File: src/rtl/serial_adder.sv
// serial_adder: bit-serial adder computing {Cout,S} = A + B + Cin, LSB first,
// one full-adder bit per clock with a registered carry between bits.
// A start is accepted only in IDLE. RUN then lasts exactly WIDTH cycles, followed
// by one DONE cycle. S/Cout/done are registered at the end of the DONE cycle, so
// done pulses in the cycle after DONE.
// Optional feature: define SERIAL_ADDER_OVF_EN to add the OVF output, which
// reports signed overflow (carry into MSB XOR carry out of MSB).
module serial_adder #(
  parameter int WIDTH = 8
) (
  input  logic             clk,
  input  logic             rst,
  input  logic             start,
  input  logic [WIDTH-1:0] A,
  input  logic [WIDTH-1:0] B,
  input  logic             Cin,
  output logic             busy,
  output logic             done,
  output logic [WIDTH-1:0] S,
  output logic             Cout
`ifdef SERIAL_ADDER_OVF_EN
  ,
  output logic             OVF
`endif
);

  // The bit counter only needs to count 0..WIDTH-1.
  localparam int CW = (WIDTH > 2) ? $clog2(WIDTH) : 1;

  typedef enum logic [1:0] {
    IDLE = 2'd0,
    RUN  = 2'd1,
    DONE = 2'd2
  } state_t;

  state_t           state_reg, state_next;
  logic [WIDTH-1:0] a_sh_reg;
  logic [WIDTH-1:0] b_sh_reg;
  logic [WIDTH-1:0] result_reg;
  logic [WIDTH-1:0] s_reg;
  logic             carry_reg;
  logic             cout_reg;
  logic             done_reg;
  logic [CW-1:0]    cnt_reg;
  logic             last_bit;
  logic             sum_bit;
  logic             carry_next;

  // This cycle's full-adder bit: current LSBs plus the registered carry.
  assign sum_bit    = a_sh_reg[0] ^ b_sh_reg[0] ^ carry_reg;
  assign carry_next = (a_sh_reg[0] & b_sh_reg[0]) |
                      (a_sh_reg[0] & carry_reg)   |
                      (b_sh_reg[0] & carry_reg);
  assign last_bit   = (cnt_reg == CW'(WIDTH - 1));

  // State register; reset takes priority over everything else.
  always_ff @(posedge clk) begin
    if (rst) begin
      state_reg <= IDLE;
    end else begin
      state_reg <= state_next;
    end
  end

  // Next-state logic. Starts are honoured only in IDLE.
  always_comb begin
    state_next = state_reg;
    case (state_reg)
      IDLE:    if (start) state_next = RUN;
      RUN:     if (last_bit) state_next = DONE;
      DONE:    state_next = IDLE;
      default: state_next = IDLE;
    endcase
  end

  // Output decode: busy covers both RUN and DONE.
  always_comb begin
    busy = 1'b0;
    if (state_reg != IDLE) busy = 1'b1;
  end

  // Datapath: operand capture, serial add/shift, and result publication.
  always_ff @(posedge clk) begin
    if (rst) begin
      a_sh_reg   <= '0;
      b_sh_reg   <= '0;
      result_reg <= '0;
      s_reg      <= '0;
      carry_reg  <= 1'b0;
      cout_reg   <= 1'b0;
      done_reg   <= 1'b0;
      cnt_reg    <= '0;
    end else begin
      done_reg <= 1'b0;
      case (state_reg)
        IDLE: begin
          if (start) begin
            a_sh_reg  <= A;
            b_sh_reg  <= B;
            carry_reg <= Cin;
            cnt_reg   <= '0;
          end
        end
        RUN: begin
          // Sum bits enter at the MSB, so after WIDTH shifts bit 0 sits at the LSB.
          result_reg <= {sum_bit, result_reg[WIDTH-1:1]};
          a_sh_reg   <= {1'b0, a_sh_reg[WIDTH-1:1]};
          b_sh_reg   <= {1'b0, b_sh_reg[WIDTH-1:1]};
          carry_reg  <= carry_next;
          cnt_reg    <= cnt_reg + 1'b1;
        end
        DONE: begin
          s_reg    <= result_reg;
          cout_reg <= carry_reg;
          done_reg <= 1'b1;
        end
        default: ;
      endcase
    end
  end

  assign S    = s_reg;
  assign Cout = cout_reg;
  assign done = done_reg;

`ifdef SERIAL_ADDER_OVF_EN
  logic c_msb_reg;
  logic ovf_reg;

  // Record the carry going into the MSB, then publish overflow alongside S.
  always_ff @(posedge clk) begin
    if (rst) begin
      c_msb_reg <= 1'b0;
      ovf_reg   <= 1'b0;
    end else begin
      if (state_reg == RUN && last_bit) c_msb_reg <= carry_reg;
      if (state_reg == DONE) ovf_reg <= c_msb_reg ^ carry_reg;
    end
  end

  assign OVF = ovf_reg;
`endif

endmodule

File: config.mk
export PLATFORM = sky130hd
export DESIGN_NAME = serial_adder
export DESIGN_NICKNAME = d
export VERILOG_FILES = /design/src/rtl/serial_adder.sv
export SDC_FILE = /design/constraint.sdc
export NUM_CORES = 1
export LEC_CHECK = 0
export BUFFER_PORTS_ARGS = -buffer_cell sky130_fd_sc_hd__buf_2
export CAP_MARGIN = 20
export CORE_ASPECT_RATIO = 1.2
export CORE_UTILIZATION = 39
export DETAILED_ROUTE_END_ITERATION = 8
export GPL_TIMING_DRIVEN = 0
export PLACE_DENSITY = 0.55
export SKIP_LAST_GASP = 1
export SLEW_MARGIN = 10
export SYNTH_ARGS = -nofsm -noshare
export SYNTH_HDL_FRONTEND = slang
export SYNTH_SLANG_ARGS = --single-unit
File: constraint.sdc
create_clock -name clk -period 3.9 [get_ports clk]
set_clock_uncertainty 0.2 [all_clocks]
set_input_delay 0.585 -clock clk [delete_from_list [all_inputs] [get_ports clk]]
set_output_delay 0.585 -clock clk [all_outputs]
set_load 0.03 [all_outputs]
---- Yosys cells after proc, flatten, opt, wreduce, memory -nomap -nowiden ----
Index checks and enable logic that the tools add are counted.
operators by class
  add/sub/neg operators ................... 1
  equality and inequality tests ........... 5
  muxes and demuxes ....................... 13
  bitwise gates (word level) .............. 7
  reduce and logical (&&, ||, !) cells .... 5
operators with widths
  cell                   number
  $pmux W8 S2            2
  $mux W8                2
  $pmux W3 S2            1
  $mux W2                2
  $ne A2 B2 Y1 const B   2
  $pmux W2 S2            1
  $reduce_and A2 Y1      2
  $reduce_bool A2 Y1     2
  $add A3 B1 Y3 const B  1
  $and A1 B1 Y1          3
  $eq A3 B3 Y1 const B   1
  $mux W1                3
  $mux W3                1
  $eq A2 B1 Y1 const B   1
  $eq A2 B2 Y1 const B   1
  $logic_not A2 Y1       1
  $or A1 B1 Y1           2
  $pmux W1 S2            1
  $xor A1 B1 Y1          2
storage, ports and cells
  bits in registers ....................... 40
  bits of input ports ..................... 20
  output and inout bits ................... 11
  logic and storage cells ................. 40

---- Longest topological paths before layout ----
Gate-level depths: netlist of the first run.
  depth after elaboration ................. 4
  depth in mapped cells ................... 6

---- Worst setup path before layout of the first run ----
No wires, ideal clock.
  kind .................................... input -> register
  start point ............................. input port start
  end point ............................... register b_sh_reg[5]
  library setup time ...................... 0.119 ns
  arrival time ............................ 1.156 ns
  slack ................................... 2.425 ns
  stages .................................. 4
  cell sequence ........................... nor2_1 > nor2_2 > buf_4 > o221a_2
on the way
  word-level cells in the longest chain between the ends .. 2
RTL lines
  element                             line  text
  start, declared                     13    input logic start,
  $ne A2 B2 Y1 (no source line)       -
  $reduce_and A2 Y1 (no source line)  -
  end signal, assigned                108   b_sh_reg <= {1'b0, b_sh_reg[WIDTH-1:1]};
  end, declared                       38    logic [WIDTH-1:0] b_sh_reg;
No other way between the ends.
A chain may end at the register's enable or synchronous reset.

---- Worst setup path after layout of the first run ----
  start point ............................. register state_reg[1]
  end point ............................... output port busy
on the way
  word-level cells in the longest chain between the ends .. 2
RTL lines
  element                 line  text
  start, declared         36    state_t state_reg, state_next;
  start signal, assigned  61    state_reg <= state_next;
  $reduce_bool A2 Y1      79    if (state_reg != IDLE) busy = 1'b1;
  $mux W1                 79
  end, declared           17    output logic busy,
No other way between the ends.

==> results of run 1 <==
## layer usage
metal | vias to the layer above | track usage [%] | wire (µm)
met2 | 28 | 27.5 | 1580
met4 | 0 | 7.41 | 57
met3 | 6 | 5.28 | 130
li1 | 674 | - | -
met5 | - | 0 | 0
met1 | 584 | 21.3 | 1500
## synthesized netlist by cell type
library cell,n,share of area [%]
nor2b_1,1,0.38
nor2_2,2,0.75
nor2_1,7,1.6
o221a_1,9,6.1
clkbuf_1,3,0.68
a21oi_1,23,6.9
nand2_1,34,7.7
buf_4,2,0.90
a22oi_1,4,1.8
o21bai_1,1,0.45
nand2b_1,1,0.38
ha_1,2,1.5
o221a_2,6,4.1
or2b_1,1,0.45
nor2b_4,1,0.83
nor3b_1,1,0.45
buf_6,3,2.0
a21oi_2,9,4.8
inv_1,17,3.8
buf_2,5,1.5
nand2_2,1,0.38
nor3_1,2,0.60
buf_12,1,1.2
mux2i_1,2,1.2
fa_1,1,1.2
dfxtp_1,40,48
## placed cells by master, fill, tap and decap left out, types with 3 or more instances in the layout
master	netlist	final
a21oi_1	23	23
a21oi_2	9	9
a22oi_1	4	4
buf_2	5	34
buf_6	3	3
clkbuf_1	3	3
clkbuf_8	0	6
dfxtp_1	40	40
inv_1	17	17
nand2_1	34	34
nor2_1	7	7
o221a_1	9	9
o221a_2	6	6
## report_power, final
part | switching, mW | internal, mW
registers | 0.0114 | 0.427
clock network | 0.144 | 0.209
logic | 0.0474 | 0.0434
## cell families (layout without fill, tap and decap cells)
| group | Yosys count | in the layout |
|---|---|---|
| compound gates | 52 | 52 |
| simple gates | 51 | 51 |
| flops | 40 | 40 |
| fa+ha+maj | 3 | 3 |
| buf+inv | 31 | 68 |
| mux | 2 | 2 |
## critical path: cells and delay by family (launching register included)
kind | cells | cell delay (ns)
DFF | 1 | 0.31
and+or+nand+nor | 1 | 0.13
buffers and inverters | 3 | 0.35
## path summary, 6_finish.rpt
check	from	to	slack, ns	cells past startpoint
worst max-delay path	state_reg[1]	busy	2.04	4
worst min-delay path	S[7]	S[7]	0.25	2
worst max register to register	state_reg[1]	b_sh_reg[5]	2.45	5
worst min register to register	S[7]	S[7]	0.25	2
## layout make-up
| class | instances | area (µm²) |
|---|---|---|
| buffer | 14 | 105 |
| tap | 54 | 67.6 |
| multi-input combinational | 108 | 689 |
| sequential | 40 | 801 |
| inverter | 17 | 63.8 |
| clock inverter | 2 | 38.8 |
| timing repair buffer | 29 | 145 |
| fill | 443 | 2010 |
| clock buffer | 6 | 82.6 |
==> metrics.md, run 1 <==
| Metric | Value |
|---|---|
| RSZ-0062 raised after global routing | `false` |
| Cell Chain, Critical Path | `buf_6 > nor2_2 > inv_1 > buf_2` |
| Setup TNS | `0 ns` |
| Final instance area | `~2000 µm²` |
| Syn. warnings | `0` |
| Syn avg cell area | `roughly 9 µm²` |
| Pleak | `approximately 0.81 nW` |
| Pwr Total | `0.882 mW` |
| Cells after Synth | `approximately 180` |
| Slew Limit Headroom | `between 70% and 80%` |
| Core area | `about 4000 µm²` |
| Initial antenna violation count | `0` |
| Crit path launch type | `register` |
| Num rows | `25` |
| Post-Place Cells | `around 260` |
| Final Cycle Share | `a little under half` |
| Hold Violations, Final | `0` |
| Max-cap violations | `0` |
| Die ar. | `about 4500 µm²` |
| Max-slew violations | `0` |
| Pwr/cell area | `about 440 nW/µm²` |
| Hpwl dp | `2.39 mm` |
| Status | `completed` |
| Final setup vio count | `0` |
| Distinct cell type count after synthesis | `26` |
| Worst-margin pin slew | `between 0.4 and 0.5 ns` |
| WP data required | `between 3 and 4 ns` |
| Overflow after GRT | `0` |
| Slowest-stage cell, CP | `dfxtp_1` |
| Clk_lat worst skew | `~0.29 ns` |
| CP Data Arrival Time | `roughly 1.1 ns` |
| DRT antenna net count | `0` |
| Final min period | `about 1.9 ns` |
| Main combinational cell family by area after synthesis | `compound AO/OA/AOI/OAI gates` |
| I/O pin cnt | `31` |
| Worst hold margin | `approximately 0.25 ns` |
| Die span in x | `about 60 µm` |
| Setup CP Type | `reg2out` |
| Root buffer cell | `clkbuf_8` |
| CTS tree | `yes` |
| Post-layout util | `between 40% and 50%` |
| Clock sink count | `40` |
| Gpl congestion | `0.736` |
| Adder-cell share of the synthesized area | `about 2.7%` |
| Drt drc | `0` |
| Largest net degree at the start of global routing | `14` |
| Setup ws final | `roughly 2.0 ns` |
| TritonCTS Buffers | `5` |
| Routed wire per std cell | `between 10 and 15 µm` |
| Syn Std Cell Area | `approximately 1700 µm²` |
| Worst stage delay on the critical path | `0.31 ns` |
| Wire length of the first global-routing pass | `roughly 5.7 mm` |
| Vias in the first global route | `around 1200` |
| Post-place setup slack | `roughly 2.2 ns` |
| DR iter-0 viols | `56` |
| Initial core utilization | `between 40% and 50%` |
| Vias per cell | `approximately 4.8` |
| Vias post-DR | `1292` |
| Syn Nets | `202` |
| Hold Crit Class | `reg2reg` |
| Layout cell share with drive strength beyond 1 | `a little under a third` |
| Compound-Gate Fraction of Synth Area | `24.1%` |
| Post-DP Area | `~1900 µm²` |
| Mux contribution to synthesized area | `between 1 and 1.5%` |
| N_diodes | `0` |
| Crit end category | `output pin` |
| Area grow syn2layout | `20.1%` |
| Finished Layout Cells | `270` |
| Max Freq | `approximately 0.54 GHz` |
| Final wirelength | `3.27 mm` |
| IO buf count | `29` |
| Setup bufs post-CTS | `0` |
| H-tree levels | `2` |
| Seq/Total Area, Yosys | `48.3%` |
| Clock transition at the registers of the reported paths | `approximately 0.070 ns` |
| Number of synthesized register bits | `40` |
| Clk buf depth | `2` |
| Chip Height | `approximately 73 µm` |
| Post-CTS sizing | `0` |
| Pre-Repair DR Iteration Count | `4` |
| Hold Buf Count CTS | `0` |
| Worst vdd ir | `about 0.25 mV` |
| Xor/xnor share of the synthesized area | `0%` |
| Global-route usage over all layers | `between 10% and 20%` |
| Post-Synth Simple-Gate Area | `between 10% and 20%` |
| Nets | `238` |
| Crit Path Max Fanout | `9` |
Power figures use the tool's default switching activity.
==> inputs of run 2 (changes only) <==
- PLACE_DENSITY: 0.55 -> 0.58
- clock period: 3.9 -> 1.5 ns (I/O delays scaled with it)
==> run 2 against run 1 <==
  * Combinational power increased to 3.0 times the previous value
  * Sequential share of layout area is 2.6 points lower
  * Global-route usage increased by 0.12 points
  * Critical path depth unchanged
  * Routed wire length up 5.8%
  * Sequential power rose to 2.6 times the previous value
  * Non-clock buffer count rose by 15
  * Clock power grew 110%
  * First-iteration DRC count is 8.9% higher
  * Register-to-register slack got worse by 2.4 ns
  * Setup slack got worse by 2.0 ns
  * Flip-flop and latch count unchanged
==> metrics.md, run 2 (same netlist as run 1, synthesis figures left out) <==
| Metric | Value |
|---|---|
| Setup bufs post-CTS | `0 (unchanged)` |
| HP Start | `A[3]` |
| DRT antenna net count | `0 (unchanged)` |
| Root buffer cell | `clkbuf_8` |
| Initial core utilization | `41.4% (unchanged)` |
| Core area | `4000 µm² (unchanged)` |
| Area grow syn2layout | `28.6%` |
| I/O pin cnt | `31 (unchanged)` |
| Final instance area | `2130 µm² (+7.0%)` |
| Top layer in use | `met4` |
| Pwr Total | `2.15 mW (+140%)` |
| Crit end category | `output pin` |
| Clk_lat worst skew | `0.29 ns (about the same)` |
| Worst vdd ir | `0.601 mV (+150%)` |
| Hpwl dp | `2.51 mm (+4.8%)` |
| Crit Path Max Fanout | `9 (unchanged)` |
| Die span in x | `61.5 µm (unchanged)` |
| Slew Limit Headroom | `72.6% (+0.80 points)` |
| H-tree levels | `2 (unchanged)` |
| Post-place setup slack | `0.0482 ns (-2.16 ns)` |
| Clock sink count | `40 (unchanged)` |
| RSZ-0062 raised after global routing | `true` |
| Routed wire per std cell | `12.1 µm (+0.19%)` |
| Final wirelength | `3.45 mm (+5.8%)` |
| Setup ws final | `0.0512 ns (-1.99 ns)` |
| Vias per cell | `4.90 (+2.4%)` |
| Max Freq | `~0.69 GHz` |
| Pleak | `0.868 nW (+7.0%)` |
| Post-layout util | `53.3% (+3.5 points)` |
| Pre-Repair DR Iteration Count | `4 (unchanged)` |
| Max-slew violations | `0 (unchanged)` |
| Status | `completed` |
| Register Area | `802 µm² (+0.16%)` |
| Overflow after GRT | `0 (unchanged)` |
| Final Cycle Share | `between 90% and 100%` |
| Nets | `253 (+6.3%)` |
| Hold Violations, Final | `0 (unchanged)` |
| Setup TNS | `0 ns (unchanged)` |
| M1 wire length | `1.52 mm (+1.0%)` |
| Hold path cells | `2 (unchanged)` |
| Final setup vio count | `0 (unchanged)` |
| DR iter-0 viols | `61 (+8.9%)` |
| CTS tree | `yes` |
| WP data required | `1.07 ns (-2.05 ns)` |
| Hold Crit Class | `in2reg` |
| Routed length on met3 | `97 µm (-25%)` |
| Drt drc | `0 (unchanged)` |
| Wire length of the first global-routing pass | `5.74 mm (+1.4%)` |
| Num rows | `25 (unchanged)` |
| Clock transition at the registers of the reported paths | `0.08 ns (about the same)` |
| R2R Setup Slk | `0.05 ns (-2.40 ns)` |
| TritonCTS Buffers | `5 (unchanged)` |
| Clk buf depth | `2 (unchanged)` |
| Layout cell share with drive strength beyond 1 | `29.9% (-1.1 points)` |
| Pwr/cell area | `1010 nW/µm² (+130%)` |
| CP Data Arrival Time | `1.02 ns (-0.05 ns)` |
| Commonest cells after routing, fill and taps aside | `dfxtp_1, nand2_1, buf_2` |
| Gpl congestion | `0.745 (+1.2%)` |
| Die ar. | `4520 µm² (unchanged)` |
| N_diodes | `0 (unchanged)` |
| Multi-input gate area | `694 µm² (+0.73%)` |
| Worst R2R Path Depth | `5 (unchanged)` |
| # fillers | `403 (-9.0%)` |
| Final min period | `around 1.4 ns` |
| Setup CP Type | `reg2out` |
| Worst-margin pin slew | `0.411 ns (-0.0111 ns)` |
| Vias in the first global route | `1358 (+10%)` |
| IO buf count | `29 (unchanged)` |
| Max-cap violations | `0 (unchanged)` |
| Worst R2R Start | `state_reg[0]` |
| Initial antenna violation count | `0 (unchanged)` |
| Commonest non-fill, non-tap cell in the layout | `dfxtp_1` |
| Crit path launch type | `register` |
| Metal2 WL | `1.77 mm (+12%)` |
| Largest net degree at the start of global routing | `13 (-1)` |
| Critical R2R Capture | `b_sh_reg[5]` |
| WHS Endpoint | `a_sh_reg[3]` |
| Post-DP Area | `1870 µm² (unchanged)` |
| Vias post-DR | `1397 (+8.1%)` |
| Chip Height | `73.5 µm (unchanged)` |
| Global-route usage over all layers | `17.4% (+0.12 points)` |
-- run 2: layout make-up --
class,count,share of cell area [%]
Tap cell,54,3.17
Clock buffer,6,3.87
Inverter,17,2.99
Sequential cell,40,37.6
Buffer,13,4.75
Clock inverter,2,0.469
Timing Repair Buffer,45,14.6
Multi-Input combinational cell,108,32.6
-- run 2: power by group --
| part | switching, mW | total (mW) | internal [mW] |
|---|---|---|---|
| logic | 0.130 | 0.272 | 0.141 |
| registers | 0.0287 | 1.14 | 1.11 |
| clock network | 0.369 | 0.736 | 0.367 |
| total | 0.528 | 2.15 | 1.62 |
-- run 2: per-stage QoR --
| stage | cells | hold slack, ns |
|---|---|---|
| 2_1_floorplan | 179 | 0.173 |
| 3_3_place_gp | 262 | 0.239 |
| 3_5_place_dp | 262 | 0.246 |
| 4_1_cts | 285 | 0.00302 |
| 5_1_grt | 285 | 0.0216 |
| 6_report | 285 | 0.0156 |
-- run 2: worst max-delay path by stage --
stage | endpoint | start | cells past startpoint
after floorplan | b_sh_reg[5] | state_reg[1] | 5
after global placement | b_sh_reg[5] | state_reg[1] | 5
after detailed placement | b_sh_reg[5] | state_reg[1] | 5
after CTS | busy | state_reg[1] | 4
after global routing | busy | state_reg[0] | 4
final | busy | state_reg[0] | 4
-- run 2: timing repair --
| action | CTS | global route |
|---|---|---|
| endpoints found under the setup margin | 1 | 8 |
| hold buffers | 15 | 1 |
| resized for setup | 2 | 3 |
| endpoints found under the hold margin | 15 | 1 |
| pin swaps | 0 | 1 |
-- run 2: metal layers --
layer | vias to the layer above | track usage [%]
met5 | - | 0
met3 | 7 | 3.87
met4 | 0 | 10.6
met2 | 24 | 29.9
met1 | 661 | 19.0
li1 | 705 | -
-- run 2: worst max-delay path: stages, from the launching register on --
cell and delay (ns):
dfxtp_2 0.32, buf_6 0.13, nor2_4 0.12, inv_2 0.04, buf_6 0.13
==> inputs of run 3 (changes only) <==
- CELL_PAD_IN_SITES_DETAIL_PLACEMENT: not set -> 0
- CELL_PAD_IN_SITES_GLOBAL_PLACEMENT: not set -> 1
- CORE_UTILIZATION: 39 -> 37
- PLACE_DENSITY: 0.58 -> 0.7
- REMOVE_ABC_BUFFERS: not set -> 1
==> run 3 against run 2 <==
  * Non-clock buffer count is 9 lower
  * Clock-buffer cell count is 2 higher
  * Sequential share of layout area is 1.1 points higher
  * Sequential power hardly changed
  * Setup slack better by 0.010 ns
  * Largest cell class unchanged
  * Largest power group unchanged
==> metrics.md, run 3 (same netlist as run 1, synthesis figures left out) <==
| Metric | Value |
|---|---|
| Num rows | `26 (+4.0%)` |
| Crit end category | `output pin` |
| TritonCTS Buffers | `5 (unchanged)` |
| Buffers & Inverters on Critical Path | `2 (-1)` |
| Vias post-DR | `1335 (-4.4%)` |
| Largest net degree at the start of global routing | `41 (+28)` |
| IO buf count | `30 (+3.4%)` |
| Drt drc | `0 (unchanged)` |
| Max-slew violations | `0 (unchanged)` |
| Crit path launch type | `register` |
| CTS tree | `yes` |
| Nets | `245 (-3.2%)` |
| Cell Chain, Critical Path | `nor2_4 > inv_1 > buf_2` |
| Wire length of the first global-routing pass | `5.59 mm (-2.6%)` |
| Crit Path Max Fanout | `10 (+1)` |
| DR iter-0 viols | `26 (-57%)` |
| Post-place setup slack | `-0.346 ns (-0.395 ns)` |
| Final Cycle Share | `95.9% (-0.67 points)` |
| Gpl congestion | `0.664 (-11%)` |
| Setup ws final | `0.0613 ns (+0.0101 ns)` |
| Setup CP Type | `reg2out` |
| Hpwl dp | `2.06 mm (-18%)` |
| Worst vdd ir | `0.503 mV (-16%)` |
| Die span in x | `63.1 µm (+2.6%)` |
| Final setup vio count | `0 (unchanged)` |
| Slowest-stage cell, CP | `dfxtp_4` |
| Clk buf depth | `2 (unchanged)` |
| Commonest non-fill, non-tap cell in the layout | `dfxtp_1` |
| Max Freq | `0.695 GHz (+0.70%)` |
| N_diodes | `0 (unchanged)` |
| Die ar. | `4760 µm² (+5.2%)` |
| Vias per cell | `4.78 (-2.4%)` |
| Slew Limit Headroom | `48.0% (-25 points)` |
| Clk_lat worst skew | `0.29 ns (about the same)` |
| Post-layout util | `48.6% (-4.7 points)` |
| Initial antenna violation count | `0 (unchanged)` |
| Routed wire per std cell | `11.8 µm (-2.7%)` |
| Hold Violations, Final | `0 (unchanged)` |
| Initial core utilization | `38.6% (-2.8 points)` |
| Pwr Total | `2.12 mW (-1.2%)` |
| Layout cell share with drive strength beyond 1 | `28.7% (-1.2 points)` |
| Clock sink count | `40 (unchanged)` |
| Final min period | `1.44 ns (-0.0101 ns)` |
| I/O pin cnt | `31 (unchanged)` |
| Core area | `4290 µm² (+7.3%)` |
| Pwr/cell area | `1020 nW/µm² (+0.96%)` |
| Global-route usage over all layers | `15.2% (-2.2 points)` |
| DRT antenna net count | `0 (unchanged)` |
| CP Data Arrival Time | `1.01 ns (about the same)` |
| Status | `completed` |
| Area grow syn2layout | `25.9%` |
| Hold Crit Class | `in2reg` |
| Worst-margin pin slew | `0.779 ns (+0.368 ns)` |
| R2R Setup Slk | `0.13 ns (+0.08 ns)` |
| H-tree levels | `2 (unchanged)` |
| WP data required | `1.07 ns (about the same)` |
| Vias in the first global route | `1269 (-6.6%)` |
| Worst path top cell family by delay | `flip-flops` |
| Root buffer cell | `clkbuf_8` |
| Pleak | `0.840 nW (-3.2%)` |
| Max-cap violations | `0 (unchanged)` |
| Worst hold margin | `0.0103 ns (-0.00522 ns)` |
| Chip Height | `75.4 µm (+2.6%)` |
| Worst stage delay on the critical path | `0.39 ns (+0.07 ns)` |
| Pre-Repair DR Iteration Count | `2 (-2)` |
| Commonest cells after routing, fill and taps aside | `dfxtp_1, nand2_1, buf_2` |
| Final wirelength | `3.29 mm (-4.7%)` |
| Clock transition at the registers of the reported paths | `0.08 ns (about the same)` |
| Overflow after GRT | `0 (unchanged)` |
run 3: power by group:
group	leakage, nW	switching [mW]	internal [mW]
sequential	0.328	0.0340	1.11
combinational	0.466	0.121	0.128
clock	0.0455	0.356	0.375
total	0.840	0.511	1.61
run 3: stage by stage:
step	area, µm²	setup TNS (ns)	instances
global route	2090	-0.000663	279
global placement	1770	-6.15	251
floorplan	1550	-0.232	165
finish	2090	0	279
CTS	2060	0	276
detailed placement	1770	-7.32	251
run 3: routing by layer:
layer  vias up  GRT usage (%)  wire length, µm
li1        691              -                -
met1       611           16.3             1460
met2        28           29.4             1690
met3         5           3.59              104
met4         0           5.43               38
met5         -              0                0
run 3: layout make-up:
| class | count | area [µm²] |
|---|---|---|
| fillers | 455 | 2210 |
| inverters | 17 | 63.8 |
| clock buffers | 8 | 90.1 |
| repair buffers | 49 | 340 |
| well taps | 56 | 70.1 |
| flip-flops and latches | 40 | 808 |
| multi-input cells | 109 | 716 |
run 3: what timing repair did:
item	CTS	global route
buffers inserted	3	2
endpoints found under the hold margin	13	1
gates cloned	1	0
gates resized for setup	6	2
endpoints found under the setup margin	36	1
hold buffers	13	1
run 3: final timing paths:
kind | start | to | cells after the start
max | state_reg[1] | busy | 3
min | B[1] | b_sh_reg[1] | 2
max reg2reg | state_reg[1] | b_sh_reg[0] | 5
min reg2reg | S[6] | S[6] | 2
run 3: worst reg2reg max path: stages (launching register included):
cell	delay, ns
dfxtp_4	0.39
buf_4	0.15
nor2b_4	0.12
buf_12	0.16
a21oi_1	0.09
o221a_2	0.17
